--- src/rtl/arb_pkg.sv ---
// Shared arbitration types and helpers for the round-robin arbiter family.
package arb_pkg;

    localparam int unsigned ARB_MAX_N     = 64;
    localparam int unsigned ARB_MAX_IDX_W = 6;

    function automatic int unsigned ARB_IDX_W(input int unsigned n);
        return $clog2(n);
    endfunction

    // Vectors narrower than ARB_MAX_N are zero-extended by the caller.
    function automatic logic [ARB_MAX_IDX_W-1:0] onehot2bin(input logic [ARB_MAX_N-1:0] oh);
        logic [ARB_MAX_IDX_W-1:0] b;
        b = '0;
        for (int unsigned i = 0; i < ARB_MAX_N; i++) begin
            if (oh[i]) b = b | ARB_MAX_IDX_W'(i);
        end
        return b;
    endfunction

    typedef struct packed {
        logic [ARB_MAX_N-1:0]     gnt;
        logic [ARB_MAX_IDX_W-1:0] idx;
        logic                     valid;
    } arb_gnt_t;

endpackage

--- src/rtl/prefix_or.sv ---
// Exclusive prefix OR: pre[i] is the OR of all x bits strictly below i.
module prefix_or #(
    parameter int unsigned W = 8
) (
    input  logic [W-1:0] x,
    output logic [W-1:0] pre
);

    logic acc;

    always_comb begin
        acc = 1'b0;
        pre = '0;
        for (int unsigned i = 0; i < W; i++) begin
            pre[i] = acc;
            acc    = acc | x[i];
        end
    end

endmodule

--- src/rtl/rr_prefix_arbiter.sv ---
// Registered work-conserving round-robin arbiter with bounded grant locking.
module rr_prefix_arbiter
    import arb_pkg::*;
#(
    parameter int unsigned N_REQ    = 8,
    parameter int unsigned LOCK_EN  = 1,
    parameter int unsigned MAX_HOLD = 16
) (
    input  logic                               clk,
    input  logic                               rst_n,
    input  logic [N_REQ-1:0]                   req,
    input  logic [N_REQ-1:0]                   lock,
    input  logic                               gnt_ready,
    output logic [N_REQ-1:0]                   gnt,
    output logic                               gnt_valid,
    output logic [ARB_IDX_W(N_REQ)-1:0]        gnt_idx
);

    localparam int unsigned IDX_W  = ARB_IDX_W(N_REQ);
    localparam int unsigned HOLD_W = (MAX_HOLD > 0) ? $clog2(MAX_HOLD + 1) : 1;
    localparam logic [HOLD_W-1:0] HOLD_LIM = (MAX_HOLD > 1) ? HOLD_W'(MAX_HOLD - 1) : '0;

    logic [N_REQ-1:0]  gnt_q;
    logic              valid_q;
    logic [IDX_W-1:0]  idx_q;
    logic [IDX_W-1:0]  ptr_q;
    logic [HOLD_W-1:0] hold_q;

    logic              arb_evt;
    logic              accept;
    logic              keep;
    logic [IDX_W-1:0]  ptr_eff;
    logic [N_REQ-1:0]  mask;
    logic [N_REQ-1:0]  masked;
    logic [N_REQ-1:0]  sel;
    logic [N_REQ-1:0]  pre;
    logic [N_REQ-1:0]  winner;

    always_comb begin
        arb_evt = !valid_q || gnt_ready;
        accept  = valid_q && gnt_ready;
        keep    = accept && (LOCK_EN != 0) && lock[idx_q] && req[idx_q]
                  && ((MAX_HOLD == 0) || (hold_q < HOLD_LIM));
        // The owner being released this edge already moves the priority pointer.
        ptr_eff = accept ? idx_q : ptr_q;
        mask    = '0;
        for (int unsigned i = 0; i < N_REQ; i++) begin
            mask[i] = (IDX_W'(i) > ptr_eff);
        end
        masked  = req & mask;
        sel     = (|masked) ? masked : req;
        winner  = sel & ~pre;
    end

    prefix_or #(.W(N_REQ)) u_prefix_or (
        .x   (sel),
        .pre (pre)
    );

    always_ff @(posedge clk or negedge rst_n) begin
        if (!rst_n) begin
            gnt_q   <= '0;
            valid_q <= 1'b0;
            idx_q   <= '0;
            ptr_q   <= IDX_W'(N_REQ - 1);
            hold_q  <= '0;
        end else if (arb_evt) begin
            if (keep) begin
                hold_q <= hold_q + 1'b1;
            end else begin
                ptr_q   <= ptr_eff;
                hold_q  <= '0;
                gnt_q   <= winner;
                valid_q <= |winner;
                idx_q   <= IDX_W'(onehot2bin(ARB_MAX_N'(winner)));
            end
        end
    end

    assign gnt       = gnt_q;
    assign gnt_valid = valid_q;
    assign gnt_idx   = idx_q;

endmodule

--- config.mk ---
export PLATFORM = sky130hd
export DESIGN_NAME = rr_prefix_arbiter
export DESIGN_NICKNAME = d
export VERILOG_FILES = /design/src/rtl/arb_pkg.sv /design/src/rtl/prefix_or.sv /design/src/rtl/rr_prefix_arbiter.sv
export SDC_FILE = /design/constraint.sdc
export NUM_CORES = 1
export LEC_CHECK = 0
export CAP_MARGIN = 40
export CORE_ASPECT_RATIO = 1.1
export CORE_MARGIN = 4
export CORE_UTILIZATION = 51
export CTS_CLUSTER_DIAMETER = 40
export DETAILED_ROUTE_END_ITERATION = 12
export PLACE_DENSITY = 0.77
export SYNTH_ARGS = -nofsm -noshare
export SYNTH_HDL_FRONTEND = slang
export SYNTH_HIERARCHICAL = 1
export SYNTH_SLANG_ARGS = --single-unit
--- constraint.sdc ---
create_clock -name clk -period 4.2 [get_ports clk]
set_input_delay 0.84 -clock clk [delete_from_list [all_inputs] [get_ports clk]]
set_output_delay 0.84 -clock clk [all_outputs]
set_load 0.02 [all_outputs]
Word level (Yosys, flattened, before mapping). Cells that the tools add are included.

Register bits: 20. Input port bits: 19. Output and inout bits: 12. Word-level logic and storage cells: 49.

$add $sub $neg: 1. Order comparisons: 10. Mux-type cells: 14. Bitwise gates (word level): 10. Reductions and logical operators: 9.

Operator list (count): $and A8 B8 Y8 (2); $reduce_or A8 Y1 (2); $mux W3 (5); $gt A3 B3 Y1 const A (4); $mux W8 (1); $not A8 Y8 (1); $bmux W1 S3 (2); $gt A1 B3 Y1 const A (2); $gt A2 B3 Y1 const A (2); $or A1 B1 Y1 (6); $add A5 B1 Y5 const B (1); $lt A5 B4 Y1 const B (1); $mux W5 (1); $logic_and A1 B1 Y1 (4); $lt A3 B4 Y1 const B (1); $mux W2 (2); $mux W1 (3); $reduce_and A2 Y1 (1); $logic_not A1 Y1 (1); $logic_or A1 B1 Y1 (1); $not A1 Y1 (1).

Logic depth before layout (Yosys ltp).
Word-level depth: 21. Depth in mapped cells: 13. Gate-level depth less buffers: 12.

Cells and area by module. Netlist, hierarchy kept.

Modules (own cells, without submodules): rr_prefix_arbiter (times used 1, cells each 154, area each 1388.8 um^2); prefix_or (times used 1, cells each 9, area each 63.8 um^2).

Worst setup path after synthesis. Ideal clock, no wire load.

Path kind: input-to-reg. Start: in gnt_ready. End: reg idx_q[0], in the netlist gnt_idx[0]. Arrival: 3488 ps. Data required time: 4112 ps. Setup slack: 623 ps. Stages on the path: 10. Buffers on the path: 1. Cells stage by stage: buf_6 a211oi_2 a2111oi_4 a211oi_2 nor3_1 o21a_1 or4_4 or2_2 or3b_2 a41oi_1.

Cells in the longest elaborated chain, start to end: 15. Elaborated cells on any way between the ends: 34. Classes of those cells: order compare: 8; mux: 9; bitwise: 10; reduce/logical: 7.

Ends and longest elaborated chain: start, declared (line rr_prefix_arbiter.sv:13) `input logic gnt_ready,`; $logic_and A1 B1 Y1 (*) (line rr_prefix_arbiter.sv:41) `accept = valid_q && gnt_ready;`; $mux W3 (*) (line rr_prefix_arbiter.sv:45) `ptr_eff = accept ? idx_q : ptr_q;`; $gt A1 B3 Y1, or another cell as far along (line rr_prefix_arbiter.sv:48) `mask[i] = (IDX_W'(i) > ptr_eff);`; $and A8 B8 Y8 (*) (line rr_prefix_arbiter.sv:50) `masked = req & mask;`; $reduce_or A8 Y1 (line rr_prefix_arbiter.sv:51) `sel = (|masked) ? masked : req;`; $mux W8 (*) (line rr_prefix_arbiter.sv:51); via sel[1] (line rr_prefix_arbiter.sv:35) `logic [N_REQ-1:0] sel;`; $or A1 B1 Y1 (*) (3 in a row) (line prefix_or.sv:16) `acc = acc | x[i];`; via pre[4] (line rr_prefix_arbiter.sv:36) `logic [N_REQ-1:0] pre;`; $or A1 B1 Y1 (*) (line prefix_or.sv:16); via pre[5] (line rr_prefix_arbiter.sv:36); $not A8 Y8 (*) (line rr_prefix_arbiter.sv:52) `winner = sel & ~pre;`; $and A8 B8 Y8 (*) (line rr_prefix_arbiter.sv:52); $mux W3 / $not A8 Y8 (equally long branches) (line arb_pkg.sv:16, rr_prefix_arbiter.sv:52); $mux W3 / $and A8 B8 Y8 (equally long branches) (line arb_pkg.sv:16, rr_prefix_arbiter.sv:52); $mux W3 (*) (line arb_pkg.sv:16) `if (oh[i]) b = b | ARB_MAX_IDX_W'(i);`; end signal, assigned (line rr_prefix_arbiter.sv:75) `idx_q <= IDX_W'(onehot2bin(ARB_MAX_N'(winner)));`; end, declared (line rr_prefix_arbiter.sv:25) `logic [IDX_W-1:0] idx_q;`.

Mark *: on every way through the listed nets, which the timed path passes. The rest lies on a longest branch. A chain may end at the register's enable or synchronous reset.

Final worst setup path.
Start: in gnt_ready. End: reg idx_q[2], in the netlist gnt_idx[2].

Cells in the longest elaborated chain, start to end: 15. Elaborated cells on any way between the ends: 31. Classes of those cells: order compare: 8; mux: 6; bitwise: 10; reduce/logical: 7.

Ends and longest elaborated chain (line): $logic_and A1 B1 Y1 (*) (rr_prefix_arbiter.sv:41); $mux W3 (*) (rr_prefix_arbiter.sv:45); $gt A1 B3 Y1, or another cell as far along (rr_prefix_arbiter.sv:48); $and A8 B8 Y8 (*) (rr_prefix_arbiter.sv:50); $reduce_or A8 Y1 (rr_prefix_arbiter.sv:51); $mux W8 (*) (rr_prefix_arbiter.sv:51); via sel[1] (rr_prefix_arbiter.sv:35); $or A1 B1 Y1 (*) (3 in a row) (prefix_or.sv:16); via pre[4] (rr_prefix_arbiter.sv:36); $or A1 B1 Y1 (*) (prefix_or.sv:16); via pre[5] (rr_prefix_arbiter.sv:36); $not A8 Y8 (*) (rr_prefix_arbiter.sv:52); $and A8 B8 Y8 (*) (rr_prefix_arbiter.sv:52); $mux W3, or another cell as far along (arb_pkg.sv:16); $mux W3 / $and A8 B8 Y8 (equally long branches) (arb_pkg.sv:16, rr_prefix_arbiter.sv:52); $mux W3 (*) (arb_pkg.sv:16).

Marked as above.

==> flow_metrics.tcl <==
set metrics [dict create \
    outcome "finished clean" \
    area.growth.synth_to_final_pct 26.5 \
    antenna_cells 0 \
    num-fill-cells 228 \
    p_int_uw 646 \
    seqPwrFrac 0.311 \
    p_leak_uw 0.000765 \
    setup_tns_ps 0 \
    port_buffers 30 \
    yosys_warnings 6 \
    max-slew-margin-rel 0.653 \
    required_ps 4420 \
    r2r_setup_slack_ps 780 \
    cp_num_buf_inv 2 \
    slowest_stage "or4_4" \
    crit_chain "clkdlybuf4s50_1 -> buf_4 -> a211oi_2 -> o21ai_0 -> a21oi_1 -> nor3_1 -> o21a_1 -> or4_4 -> or2_2 -> or3b_2 -> a41oi_1" \
    firstDrtPassIters 4 \
    nets 218 \
    clk_pin_slew_ps 110 \
    clk_latency_ps 300 \
    synth_nets 182 \
    rows 20 \
    post_route_cells_drive_above_1_share 0.173 \
    r2r_start "gnt_valid" \
    die_area_mm2 0.00376 \
    path_max_fanout 10 \
    syn_inst 162 \
    worstPathArrival_ps 4140 \
    dp.cells 225 \
    cts_tree "yes" \
    hold_viol 0 \
    finalClockSkew_ps 11.6 \
    synthesis.area_mm2 0.00145 \
    crit_path_start_kind "input port" \
    cts_inserted_buffers 3 \
    cts_max_level 1 \
    grt_pass1_wl_um 6880 \
    drv_slew 0 \
    min_period_ps 3910 \
    num_vias 1410 \
    grt_pass1_vias 1406 \
    final_area_mm2 0.00183 \
    tightestPinTransition_ps 520 \
    min_from "hold_q[4]" \
    clock_sinks 20 \
    cts_setup_buffers 0 \
    drt_iter0_drc 75 \
    finalWirelength_um 4090 \
    hold_buffers 0 \
    peakVddDrop_mv 0.405 \
    power_uw 1170 \
    avgViaCountPerCell 6.13 \
    grt_overflow 0 \
    ant_nets 0 \
    cts-root-buf "clkbuf_4" \
    p_comb_frac 0.610 \
    grt_max_degree 21 \
    placed_cell_area_mm2 0.00179 \
    syn_avg_cell_area_um2 8.94 \
    hpwl_um 3170 \
    crit_start "gnt_ready" \
    p_sw_frac 0.445 \
    cts_max_path_buffers 2 \
    cts-resized-gates 0 \
    p_clk_frac 0.079 \
    initial_core_util 0.526 \
    clock.fmax_mhz 255 \
    fin_crit_sh 0.932 \
    timing_worst_setup_path_type "in -> reg" \
    setup_viol 0 \
    antenna_found_initial 0 \
    fp.coreArea_mm2 0.00275 \
    die_x_um 58.8 \
    end_kind "register" \
    gp_congestion 0.904 \
    drc_errors 0 \
    grt_usage 0.239 \
    worstHoldPathType "reg -> reg" \
    rsz0062_at_grt "false" \
    cp_top_family "simple AND/OR/NAND/NOR gates" \
    wl_per_cell_um 17.8 \
    critPathMaxStageDelay_ps 560 \
    switchingPower_uw 519 \
    finalNonFillerCells 230 \
    die_h_um 63.9 \
    powerDensity_mw_per_mm2 636 \
    io_pins 31 \
    max_cap_violations 0 \
]
==> worst min-delay path, cell delays in order, from the launching register on <==
cell     delay (ps)
dfrtp_1         360
nand2_1          50
o21ai_0          60
==> power groups by stage <==
stage | Sequential, uW | Combinational, uW | Clock, uW
finish | 362 | 711 | 92.1
global route | 376 | 772 | 104
CTS | 360 | 702 | 97.7
detailed placement | 364 | 697 | 0
global placement | 359 | 689 | 0
floorplan | 378 | 442 | 0
==> placed cells by master (no fill, tap or decap), types with 3 or more instances in the layout <==
master and count:
a22o_1 3, a31oi_1 3, and2_1 5, buf_4 9, clkbuf_4 3, clkdlybuf4s50_1 30, dfrtp_1 17, dfstp_2 3
inv_1 4, nand2_1 30, nand3_1 3, nand4_1 3, nor2_1 9, nor2b_1 6, o211ai_1 3, o21ai_0 7
o21ai_1 8, or2_2 4
==> registers in the layout, summed over array words and instances, names as in the netlist <==
signal     flops
hold_q         5
gnt_idx        3
gnt            8
ptr_q          3
gnt_valid      1
==> area by class of cell <==
type / instances / area [um^2] / area share
clock buffers: 4 / 26.3 / 0.0143
inverters: 4 / 15.0 / 0.00819
multi-input cells: 129 / 863 / 0.471
flip-flops and latches: 20 / 504 / 0.275
well taps: 33 / 41.3 / 0.0225
repair buffers: 40 / 383 / 0.209
==> routing by layer <==
layer,GRT usage,up-vias,part of all wire
met1,0.309,662,0.39
met3,0.0263,6,0.086
met2,0.399,72,0.51
li1,-,670,-
met4,0.0963,0,0.016
met5,0,-,0
==> metrics by stage <==
| stage | hold slack (ps) | utilization | setup slack, ps |
|---|---|---|---|
| after floorplan | 458 | - | 623 |
| after global placement | 458 | 0.651 | 113 |
| after detailed placement | 478 | 0.651 | 13.2 |
| after CTS | 504 | 0.660 | 331 |
| after global routing | 541 | 0.666 | 43.2 |
| final | 499 | 0.666 | 286 |
==> worst paths after layout <==
path / endpoint / cells after the start
worst max register to register: gnt_idx[2] / 9
min in group asynchronous: gnt[0] / 2
max in group asynchronous: ptr_q[0] / 2
worst min register to register: hold_q[4] / 2
worst max-delay path: gnt_idx[2] / 11
worst min-delay path: hold_q[4] / 2
Note: power is estimated with default switching activity, not from simulation.
